<file path="src/rtl/riscv_pkg.sv">
// Shared types and constants for the instruction-memory loader.
// Optional feature macro: INSTR_MEM_LOADER_CHECKSUM_EN (adds the CHECK state).
package riscv_pkg;

    localparam int unsigned DEFAULT_DEPTH = 32;
    localparam int unsigned BYTE_CNT_W    = 2;

    typedef enum logic [2:0] {
        ST_IDLE,
        ST_LEN,
        ST_LOAD,
        ST_WRITE,
`ifdef INSTR_MEM_LOADER_CHECKSUM_EN
        ST_CHECK,
`endif
        ST_DONE
    } loader_state_e;

endpackage

</file>
<file path="src/rtl/instr_word_assembler.sv">
// Little-endian byte-to-word assembler: byte-lane counter plus shift register.
// The first byte of a word ends up in word_c[7:0], the fourth in word_c[31:24].
module instr_word_assembler
    import riscv_pkg::*;
(
    input  logic        clk,
    input  logic        reset,
    input  logic        clear,
    input  logic        accept,
    input  logic [7:0]  byte_data,
    output logic [31:0] word_c,
    output logic        last_c
);

    // The fourth byte is combined directly, so only three bytes are held.
    logic [BYTE_CNT_W-1:0] lane;
    logic [23:0]           shreg;

    assign last_c = accept & (lane == BYTE_CNT_W'(3));
    assign word_c = {byte_data, shreg};

    // Shift each accepted byte in from the top; lane counter wraps after the fourth byte.
    always_ff @(posedge clk) begin
        if (reset || clear) begin
            lane  <= '0;
            shreg <= '0;
        end else if (accept) begin
            lane  <= lane + BYTE_CNT_W'(1);
            shreg <= {byte_data, shreg[23:8]};
        end
    end

endmodule

</file>
<file path="src/rtl/instr_mem_loader.sv">
// Byte-stream loader that fills instruction memory one 32-bit word at a time.
// Session: start, length byte N, then 4*N little-endian bytes.
// Optional feature macro: INSTR_MEM_LOADER_CHECKSUM_EN appends an XOR checksum byte.
module instr_mem_loader
    import riscv_pkg::*;
#(
    parameter int unsigned DEPTH  = DEFAULT_DEPTH,
    parameter int unsigned ADDR_W = $clog2(DEPTH)
) (
    input  logic              clk,
    input  logic              reset,
    input  logic              start,
    input  logic              byte_valid,
    input  logic [7:0]        byte_data,
    output logic              byte_ready,
    output logic              wr_en,
    output logic [ADDR_W-1:0] wr_addr,
    output logic [31:0]       wr_data,
    output logic              busy,
    output logic              done,
    output logic              err
);

    loader_state_e state;
    logic [7:0]    n_words;
    logic [7:0]    word_cnt;
    logic          accept_c;
    logic          load_accept_c;
    logic          start_c;
    logic          last_c;
    logic [31:0]   word_c;
`ifdef INSTR_MEM_LOADER_CHECKSUM_EN
    logic [7:0]    csum;
`endif

    assign accept_c      = byte_valid & byte_ready;
    assign load_accept_c = accept_c & (state == ST_LOAD);
    assign start_c       = start & (state == ST_IDLE);

    instr_word_assembler u_asm (
        .clk       (clk),
        .reset     (reset),
        .clear     (start_c),
        .accept    (load_accept_c),
        .byte_data (byte_data),
        .word_c    (word_c),
        .last_c    (last_c)
    );

    // Session FSM with registered handshake, write-port and status outputs.
    always_ff @(posedge clk) begin
        if (reset) begin
            state      <= ST_IDLE;
            byte_ready <= 1'b0;
            wr_en      <= 1'b0;
            wr_addr    <= '0;
            wr_data    <= '0;
            busy       <= 1'b0;
            done       <= 1'b0;
            err        <= 1'b0;
            n_words    <= '0;
            word_cnt   <= '0;
`ifdef INSTR_MEM_LOADER_CHECKSUM_EN
            csum       <= '0;
`endif
        end else begin
            done  <= 1'b0;
            wr_en <= 1'b0;
            case (state)
                ST_IDLE: begin
                    if (start) begin
                        word_cnt   <= '0;
                        wr_addr    <= '0;
                        err        <= 1'b0;
                        busy       <= 1'b1;
                        byte_ready <= 1'b1;
                        state      <= ST_LEN;
`ifdef INSTR_MEM_LOADER_CHECKSUM_EN
                        csum       <= '0;
`endif
                    end
                end
                ST_LEN: begin
                    if (accept_c) begin
                        n_words <= byte_data;
                        if (byte_data == 8'd0) begin
                            byte_ready <= 1'b0;
                            state      <= ST_DONE;
                        end else if (32'(byte_data) > DEPTH) begin
                            err        <= 1'b1;
                            busy       <= 1'b0;
                            byte_ready <= 1'b0;
                            state      <= ST_IDLE;
                        end else begin
                            state <= ST_LOAD;
                        end
                    end
                end
                ST_LOAD: begin
                    if (accept_c) begin
`ifdef INSTR_MEM_LOADER_CHECKSUM_EN
                        csum <= csum ^ byte_data;
`endif
                        if (last_c) begin
                            wr_data    <= word_c;
                            wr_en      <= 1'b1;
                            byte_ready <= 1'b0;
                            state      <= ST_WRITE;
                        end
                    end
                end
                ST_WRITE: begin
                    // Address saturates at the last word of memory.
                    if (wr_addr != ADDR_W'(DEPTH - 1)) begin
                        wr_addr <= wr_addr + ADDR_W'(1);
                    end
                    word_cnt <= word_cnt + 8'd1;
                    if ((word_cnt + 8'd1) < n_words) begin
                        byte_ready <= 1'b1;
                        state      <= ST_LOAD;
                    end else begin
`ifdef INSTR_MEM_LOADER_CHECKSUM_EN
                        byte_ready <= 1'b1;
                        state      <= ST_CHECK;
`else
                        state      <= ST_DONE;
`endif
                    end
                end
`ifdef INSTR_MEM_LOADER_CHECKSUM_EN
                ST_CHECK: begin
                    if (accept_c) begin
                        byte_ready <= 1'b0;
                        if (byte_data == csum) begin
                            state <= ST_DONE;
                        end else begin
                            err   <= 1'b1;
                            busy  <= 1'b0;
                            state <= ST_IDLE;
                        end
                    end
                end
`endif
                ST_DONE: begin
                    done  <= 1'b1;
                    busy  <= 1'b0;
                    state <= ST_IDLE;
                end
                default: begin
                    byte_ready <= 1'b0;
                    busy       <= 1'b0;
                    state      <= ST_IDLE;
                end
            endcase
        end
    end

endmodule

</file>
<file path="config.mk">
export PLATFORM = sky130hd
export DESIGN_NAME = instr_mem_loader
export DESIGN_NICKNAME = d
export VERILOG_FILES = /design/src/rtl/riscv_pkg.sv /design/src/rtl/instr_word_assembler.sv /design/src/rtl/instr_mem_loader.sv
export SDC_FILE = /design/constraint.sdc
export NUM_CORES = 1
export LEC_CHECK = 0
export CAP_MARGIN = 20
export CORE_MARGIN = 8
export CORE_UTILIZATION = 30
export CTS_CLUSTER_SIZE = 28
export DETAILED_ROUTE_END_ITERATION = 8
export GPL_TIMING_DRIVEN = 1
export HOLD_SLACK_MARGIN = 0.15
export PLACE_DENSITY_LB_ADDON = 0.25
export REMOVE_ABC_BUFFERS = 1
export SLEW_MARGIN = 20
export SYNTH_ARGS = -nofsm -noshare
export SYNTH_HDL_FRONTEND = slang
export SYNTH_HIERARCHICAL = 1
export SYNTH_SLANG_ARGS = --single-unit
</file>
<file path="constraint.sdc">
create_clock -name clk -period 4.1 [get_ports clk]
set_input_delay 0.82 -clock clk [delete_from_list [all_inputs] [get_ports clk]]
set_output_delay 0.82 -clock clk [all_outputs]
set_load 0.01 [all_outputs]
</file>
==> results of run 1 <==
==> cells in the final DEF, fill, tap and decap left out, drive strengths merged, types with 2 or more instances in the layout <==
cell,instances
or2,3
ha,11
nor4,2
nor2,52
nand3b,3
nand2,74
a22oi,5
a21o,3
or3,3
nand3,2
clkdlybuf4s50,52
dfxtp,87
o21a,3
buf,7
a31oi,2
a21oi,45
mux2i,34
inv,12
and2,6
nor3,9
and3,3
xor2,4
nand4,2
clkbuf,9
nand2b,2
clkinvlp,3
o21ai,7
xnor2,5
==> final cells by class <==
type,count,area [um^2]
multi-input cells,293,1780
flip-flops and latches,87,1740
well taps,172,215
fillers,1287,7800
inverters,10,37.5
clock buffers,9,225
clock inverters,7,78.8
repair buffers,59,582
==> logic make-up (layout without fill, tap and decap cells) <==
logic type                 Yosys count  in the layout
and+or+nand+nor                    166            166
DFF                                 87             87
muxes                               34             34
xor gates and xnor gates             9              9
buffers and inverters               43             85
AOI/OAI and AO/OA                   73             73
adders and majority gates           11             11
==> worst register-to-register path, delay by kind of cell, from the launching register on <==
kind,cells,cell delay [ps]
flip-flops,1,390
AO/OA/AOI/OAI,4,800
XOR/XNOR,1,260
adder cells (fa/ha/maj),2,530
AND/OR/NAND/NOR,3,400
==> metrics by stage <==
stage          utilization  cell area [um^2]
2_1_floorplan            -              3550
3_3_place_gp         0.347              4330
3_5_place_dp         0.349              4360
4_1_cts              0.374              4660
5_1_grt              0.374              4660
6_report             0.374              4660
==> routing by layer <==
metal  GRT usage  up-vias  share of wire  wire length [um]
li1            -     1489              -                 -
met1       0.125     1379           0.46              3970
met2       0.182       65           0.46              3990
met3      0.0341       11          0.055               471
met4      0.0503        0          0.017               150
met5           0        -              0                 0
==> sequential cells by signal (all words and copies together) (netlist names) <==
name and cells:
wr_en 1, u_asm/shreg 24, word_cnt 8, busy 1, err 1, done 1
wr_data 32, byte_ready 1, n_words 8, state 3, u_asm/lane 2, wr_addr 5
==> final timing paths <==
path / endpoint / cells past startpoint / start / slack [ps]
setup / recovery: wr_data[22] / 8 / byte_valid / 1540
hold / removal: wr_data[25] / 2 / wr_data[25] / 460
setup reg to reg: state[1] / 10 / word_cnt[0] / 1650
hold reg to reg: wr_data[25] / 2 / wr_data[25] / 460
==> power groups by stage <==
stage | Sequential (W) | Combinational [W] | Clock, W
2_1_floorplan | 0.000881 | 0.0000531 | 0
3_3_place_gp | 0.000882 | 0.000104 | 0
3_5_place_dp | 0.000882 | 0.000105 | 0
4_1_cts | 0.000863 | 0.000106 | 0.000855
5_1_grt | 0.000863 | 0.000115 | 0.000886
6_report | 0.000863 | 0.000105 | 0.000831
==> impl_metrics.tcl, run 1 <==
set metrics [dict create \
    area_growth_pct 23.3 \
    endpoint_kind "flop" \
    yosys.area_share.adder 0.0364 \
    crit_fanout 32 \
    wl_um 8590 \
    synthDistinctLibCells 51 \
    power_frac_clock 0.462 \
    layout-drive-gt1-share 0.0839 \
    synth_top_flop_cell "dfxtp_1" \
    drt-pass1-iter-count 4 \
    power_frac_seq 0.480 \
    p_switching_w 0.000424 \
    syn_area_per_cell_um2 8.94 \
    yosysTopAreaCell "dfxtp_1" \
    ys_warn_count 6 \
    tightest_slew_ps 895 \
    slowest_stage "clkdlybuf4s50_1" \
    path_clk_slew_ps 70 \
    setup_ws_ps 1540 \
    htreeDepth 3 \
    wl_per_cell_um 13.5 \
    synthMuxAreaShare 0.0900 \
    netlist_area_um2 3780 \
    cts_tree "yes" \
    ys_ff_latch 87 \
    critPathBufInv 3 \
    design_power_total_w 0.00180 \
    die_h_um 128 \
    finalNetCount 483 \
    gp_routability_congestion 0.833 \
    antenna_found_initial 0 \
    die_w_um 128 \
    grt_max_degree 62 \
    worstPathRequired_ps 4360 \
    grt_usage 0.109 \
    dp_cells 621 \
    grt_pass1_vias 2955 \
    num_vias 2944 \
    crit_arrival_ps 2830 \
    antenna_left 0 \
    vias_per_cell 4.62 \
    p_sw_frac 0.236 \
    root_buffer "clkbuf_16" \
    start_util 0.303 \
    synth_xor_area_frac 0.0209 \
    max_cap_violations 0 \
    rsz0062_at_grt "false" \
    hold_class "flop to flop" \
    share_comb_of_total_power 0.058 \
    synthArstFlopShare 0 \
    synthSimpleGateAreaFrac 0.207 \
    period_share 0.625 \
    yosysMostFrequentCell "dfxtp_1" \
    crit_family "buffers and inverters" \
    top_level_ports 54 \
    max_freq_mhz 390 \
    dp_slack_ps 1170 \
    syn-instance-count 423 \
    power_leakage_nw 1.65 \
    cpPeakStageDelay_ps 500 \
    ir_drop_mv 0.167 \
    grt_pass1_wl_um 14300 \
    synth.top_cell.area_share 0.461 \
    hold_buffers 0 \
    yosys-top-cells-count "87 x dfxtp_1, 74 x nand2_1, 50 x nor2_1, 44 x a21oi_1, 34 x mux2i_1" \
    synthTopCellsByArea "dfxtp_1 46%, mux2i_1 9.0%, nand2_1 7.3%" \
    finalMaxSlewViolations 0 \
    dp_hpwl_um 5710 \
    fin_setup_tns_ps 0 \
    synth.yosys.seq_area_share 0.461 \
    path_cells "clkdlybuf4s50_1, nand2_1, nor3_4, buf_4, and2_1, buf_4, nand2_1, a21oi_1" \
    synth_edf_count 0 \
    powerDensity_nw_per_um2 386 \
    clock_skew_ps 5.39 \
    core_um2 12500 \
    antenna_cells 0 \
    hold_viol 0 \
    cts_buffers 9 \
    hold_slack_ps 456 \
    maxSlewHeadroom 0.403 \
    synth_compound_area_frac 0.115 \
    die_area_um2 16400 \
    portBuffers 53 \
    synth_top_family_by_area "simple AND/OR/NAND/NOR gates" \
    cts_setup_buffers 0 \
    drc 0 \
    fin_cells 637 \
    grt_overflow 0 \
    rows 41 \
    finalCriticalPeriod_ps 2560 \
    status "finished, final reports clean" \
    cp-start-kind "input pin" \
    drtIter0Drc 100 \
    clk_path_buf_depth 2 \
    clk_latency_ps 340 \
    cts_sinks 87 \
    setup_violations 0 \
    p_int_w 0.00137 \
    post_cts_resize_count 0 \
    crit_type "input pin to flop" \
]
Note: power is estimated with default switching activity, not from simulation.
==> inputs of run 2 (changes only) <==
==> constraint.sdc (replaced) <==
create_clock -name clk -period 2.5 [get_ports clk]
set_input_delay 0.5 -clock clk [delete_from_list [all_inputs] [get_ports clk]]
set_output_delay 0.5 -clock clk [all_outputs]
set_load 0.01 [all_outputs]
==> run 2 against run 1 <==
Compared with the run above: setup slack worse by 1300 ps; die area is the same; largest cell class unchanged; design area rose by 2.4%; count of clock-buffer cells in the layout up 3; combinational power is 76% higher; sequential share of layout area is 0.87 points lower; flip-flop and latch count is the same; first-iteration DRC count decreased by 15%; utilization is 0.89 points higher.
==> impl_metrics.tcl, run 2 (synthesized netlist as in run 1, its figures left out) <==
set metrics [dict create \
    status "finished, final reports clean" \
    mostFrequentLayoutCells "87 x dfxtp_1, 74 x nand2_1, 52 x clkdlybuf4s50_1, 50 x nor2_1, 44 x a21oi_1" \
    htreeDepth 3 \
    period_share 0.899 \
    gp_routability_congestion 0.790 \
    die_h_um 128 \
    cts_sinks 87 \
    ff_latch_area_um2 1740 \
    top_level_ports 54 \
    finalCriticalPeriod_ps 2250 \
    grt_max_degree 34 \
    routed-wl-met3_um 581 \
    p_sw_frac 0.210 \
    portBuffers 53 \
    largest_reg_flops 32 \
    layout_commonest_cell "dfxtp_1" \
    p_int_w 0.00243 \
    area_growth_pct 26.2 \
    reg2reg_slack_ps 250 \
    drc 0 \
    start_util 0.303 \
    num_vias 2930 \
    wl_um 8520 \
    share_comb_of_total_power 0.060 \
    clk_latency_ps 340 \
    max_cap_violations 0 \
    ir_drop_mv 0.310 \
    top_layer_used "met4" \
    layout-drive-gt1-share 0.102 \
    clock_skew_ps 5.93 \
    multi_input_area_um2 1790 \
    power_frac_clock 0.481 \
    power_leakage_nw 1.71 \
    crit_arrival_ps 2510 \
    worstPathRequired_ps 2760 \
    p_switching_w 0.000648 \
    met2_length_um 3730 \
    wl_met1_um 4090 \
    top_regs "wr_data: 32 flops, u_asm/shreg: 24 flops" \
    antenna_cells 0 \
    setup_violations 0 \
    cp-start-kind "flop" \
    endpoint_kind "flop" \
    slowest_stage "dfxtp_1" \
    hold_slack_ps 454 \
    antenna_left 0 \
    cts_buffers 9 \
    clk_path_buf_depth 2 \
    drt-pass1-iter-count 4 \
    n_fill_cell 1274 \
    cpPeakStageDelay_ps 390 \
    crit_type "flop to flop" \
    rows 41 \
    tightest_slew_ps 541 \
    vias_per_cell 4.55 \
    grt_pass1_wl_um 14400 \
    grt_usage 0.109 \
    powerDensity_nw_per_um2 646 \
    path_clk_slew_ps 60 \
    rsz0062_at_grt "false" \
    root_buffer "clkbuf_16" \
    cts_tree "yes" \
    core_um2 12500 \
    die_w_um 128 \
    hold_viol 0 \
    place_area_um2 4430 \
    path_cells "ha_2, xor2_1, ha_1, a211o_1, a31o_2, a41oi_2, o21ai_0, a211oi_2" \
    max_freq_mhz 445 \
    finalMaxSlewViolations 0 \
    final_cell_area_um2 4770 \
    grt_overflow 0 \
    wl_per_cell_um 13.2 \
    maxSlewHeadroom 0.639 \
    hold_buffers 0 \
    grt_pass1_vias 2947 \
    drtIter0Drc 85 \
    regMostFlops "wr_data" \
    crit_fanout 5 \
    finalNetCount 491 \
    antenna_found_initial 0 \
    die_area_um2 16400 \
    dp_hpwl_um 5910 \
    hold_class "flop to flop" \
    power_frac_seq 0.459 \
]
-- run 2: changes by cell type in the layout (fill, tap and decap cells not counted), moves of 2 or more --
cell / before / now
inv_6: 2 / 0
buf_12: 0 / 2
clkinvlp_4: 3 / 0
clkbuf_8: 0 / 3
buf_4: 4 / 12
-- run 2: through the flow --
stage / TNS, ps / power (W) / cells / setup WS [ps] / utilization
2_1_floorplan: -47440 / 0.00153 / 390 / -1170 / -
3_3_place_gp: 0 / 0.00163 / 629 / 192 / 0.355
3_5_place_dp: 0 / 0.00163 / 629 / 167 / 0.355
4_1_cts: 0 / 0.00311 / 644 / 156 / 0.382
5_1_grt: 0 / 0.00319 / 644 / 38.7 / 0.383
6_report: 0 / 0.00308 / 644 / 251 / 0.383
-- run 2: worst max-delay path, delay by kind of cell, from the launching register on --
family                   cells  cell delay, ps
AO/OA/AOI/OAI                5            1120
flip-flops                   1             390
adder cells (fa/ha/maj)      2             500
XOR/XNOR                     1             160
-- run 2: routing by layer --
layer,global-route usage,up-vias
li1,-,1503
met1,0.129,1376
met2,0.169,43
met3,0.0437,8
met4,0.0462,0
met5,0,-
-- run 2: area by class of cell --
| class | instances | share of cell area |
|---|---|---|
| clock buffers | 12 | 0.0558 |
| clock inverters | 3 | 0.0136 |
| inverters | 10 | 0.00787 |
| multi-input cells | 293 | 0.375 |
| flip-flops and latches | 87 | 0.365 |
| well taps | 172 | 0.0451 |
| repair buffers | 67 | 0.137 |
-- run 2: repair_timing --
action                                  4_1_cts  5_1_grt
gates resized for setup                       0        2
setup buffers                                 0        0
endpoints found under the hold margin         0        0
endpoints found under the setup margin        0        1
-- run 2: worst paths after layout --
path | startpoint | to | depth (start not counted)
worst max-delay path | word_cnt[0] | state[1] | 8
worst min register to register | wr_data[17] | wr_data[17] | 2
worst min-delay path | wr_data[17] | wr_data[17] | 2
worst max register to register | word_cnt[0] | state[1] | 8
-- run 2: power groups by stage --
stage / clock network, W / registers, W / logic (W)
global route: 0.00157 / 0.00142 / 0.000203
detailed placement: 0 / 0.00145 / 0.000186
global placement: 0 / 0.00145 / 0.000185
finish: 0.00148 / 0.00142 / 0.000185
CTS: 0.00151 / 0.00142 / 0.000186
floorplan: 0 / 0.00144 / 0.0000870
==> inputs of run 3 (changes only) <==
--- a/config.mk
+++ b/config.mk
@@ -14,6 +14,7 @@
 export HOLD_SLACK_MARGIN = 0.15
 export PLACE_DENSITY_LB_ADDON = 0.25
 export REMOVE_ABC_BUFFERS = 1
+export SKIP_LAST_GASP = 1
 export SLEW_MARGIN = 20
 export SYNTH_ARGS = -nofsm -noshare
 export SYNTH_HDL_FRONTEND = slang
==> results of run 3 <==
The final DEF is identical to that of run 2; final timing and power are the same.
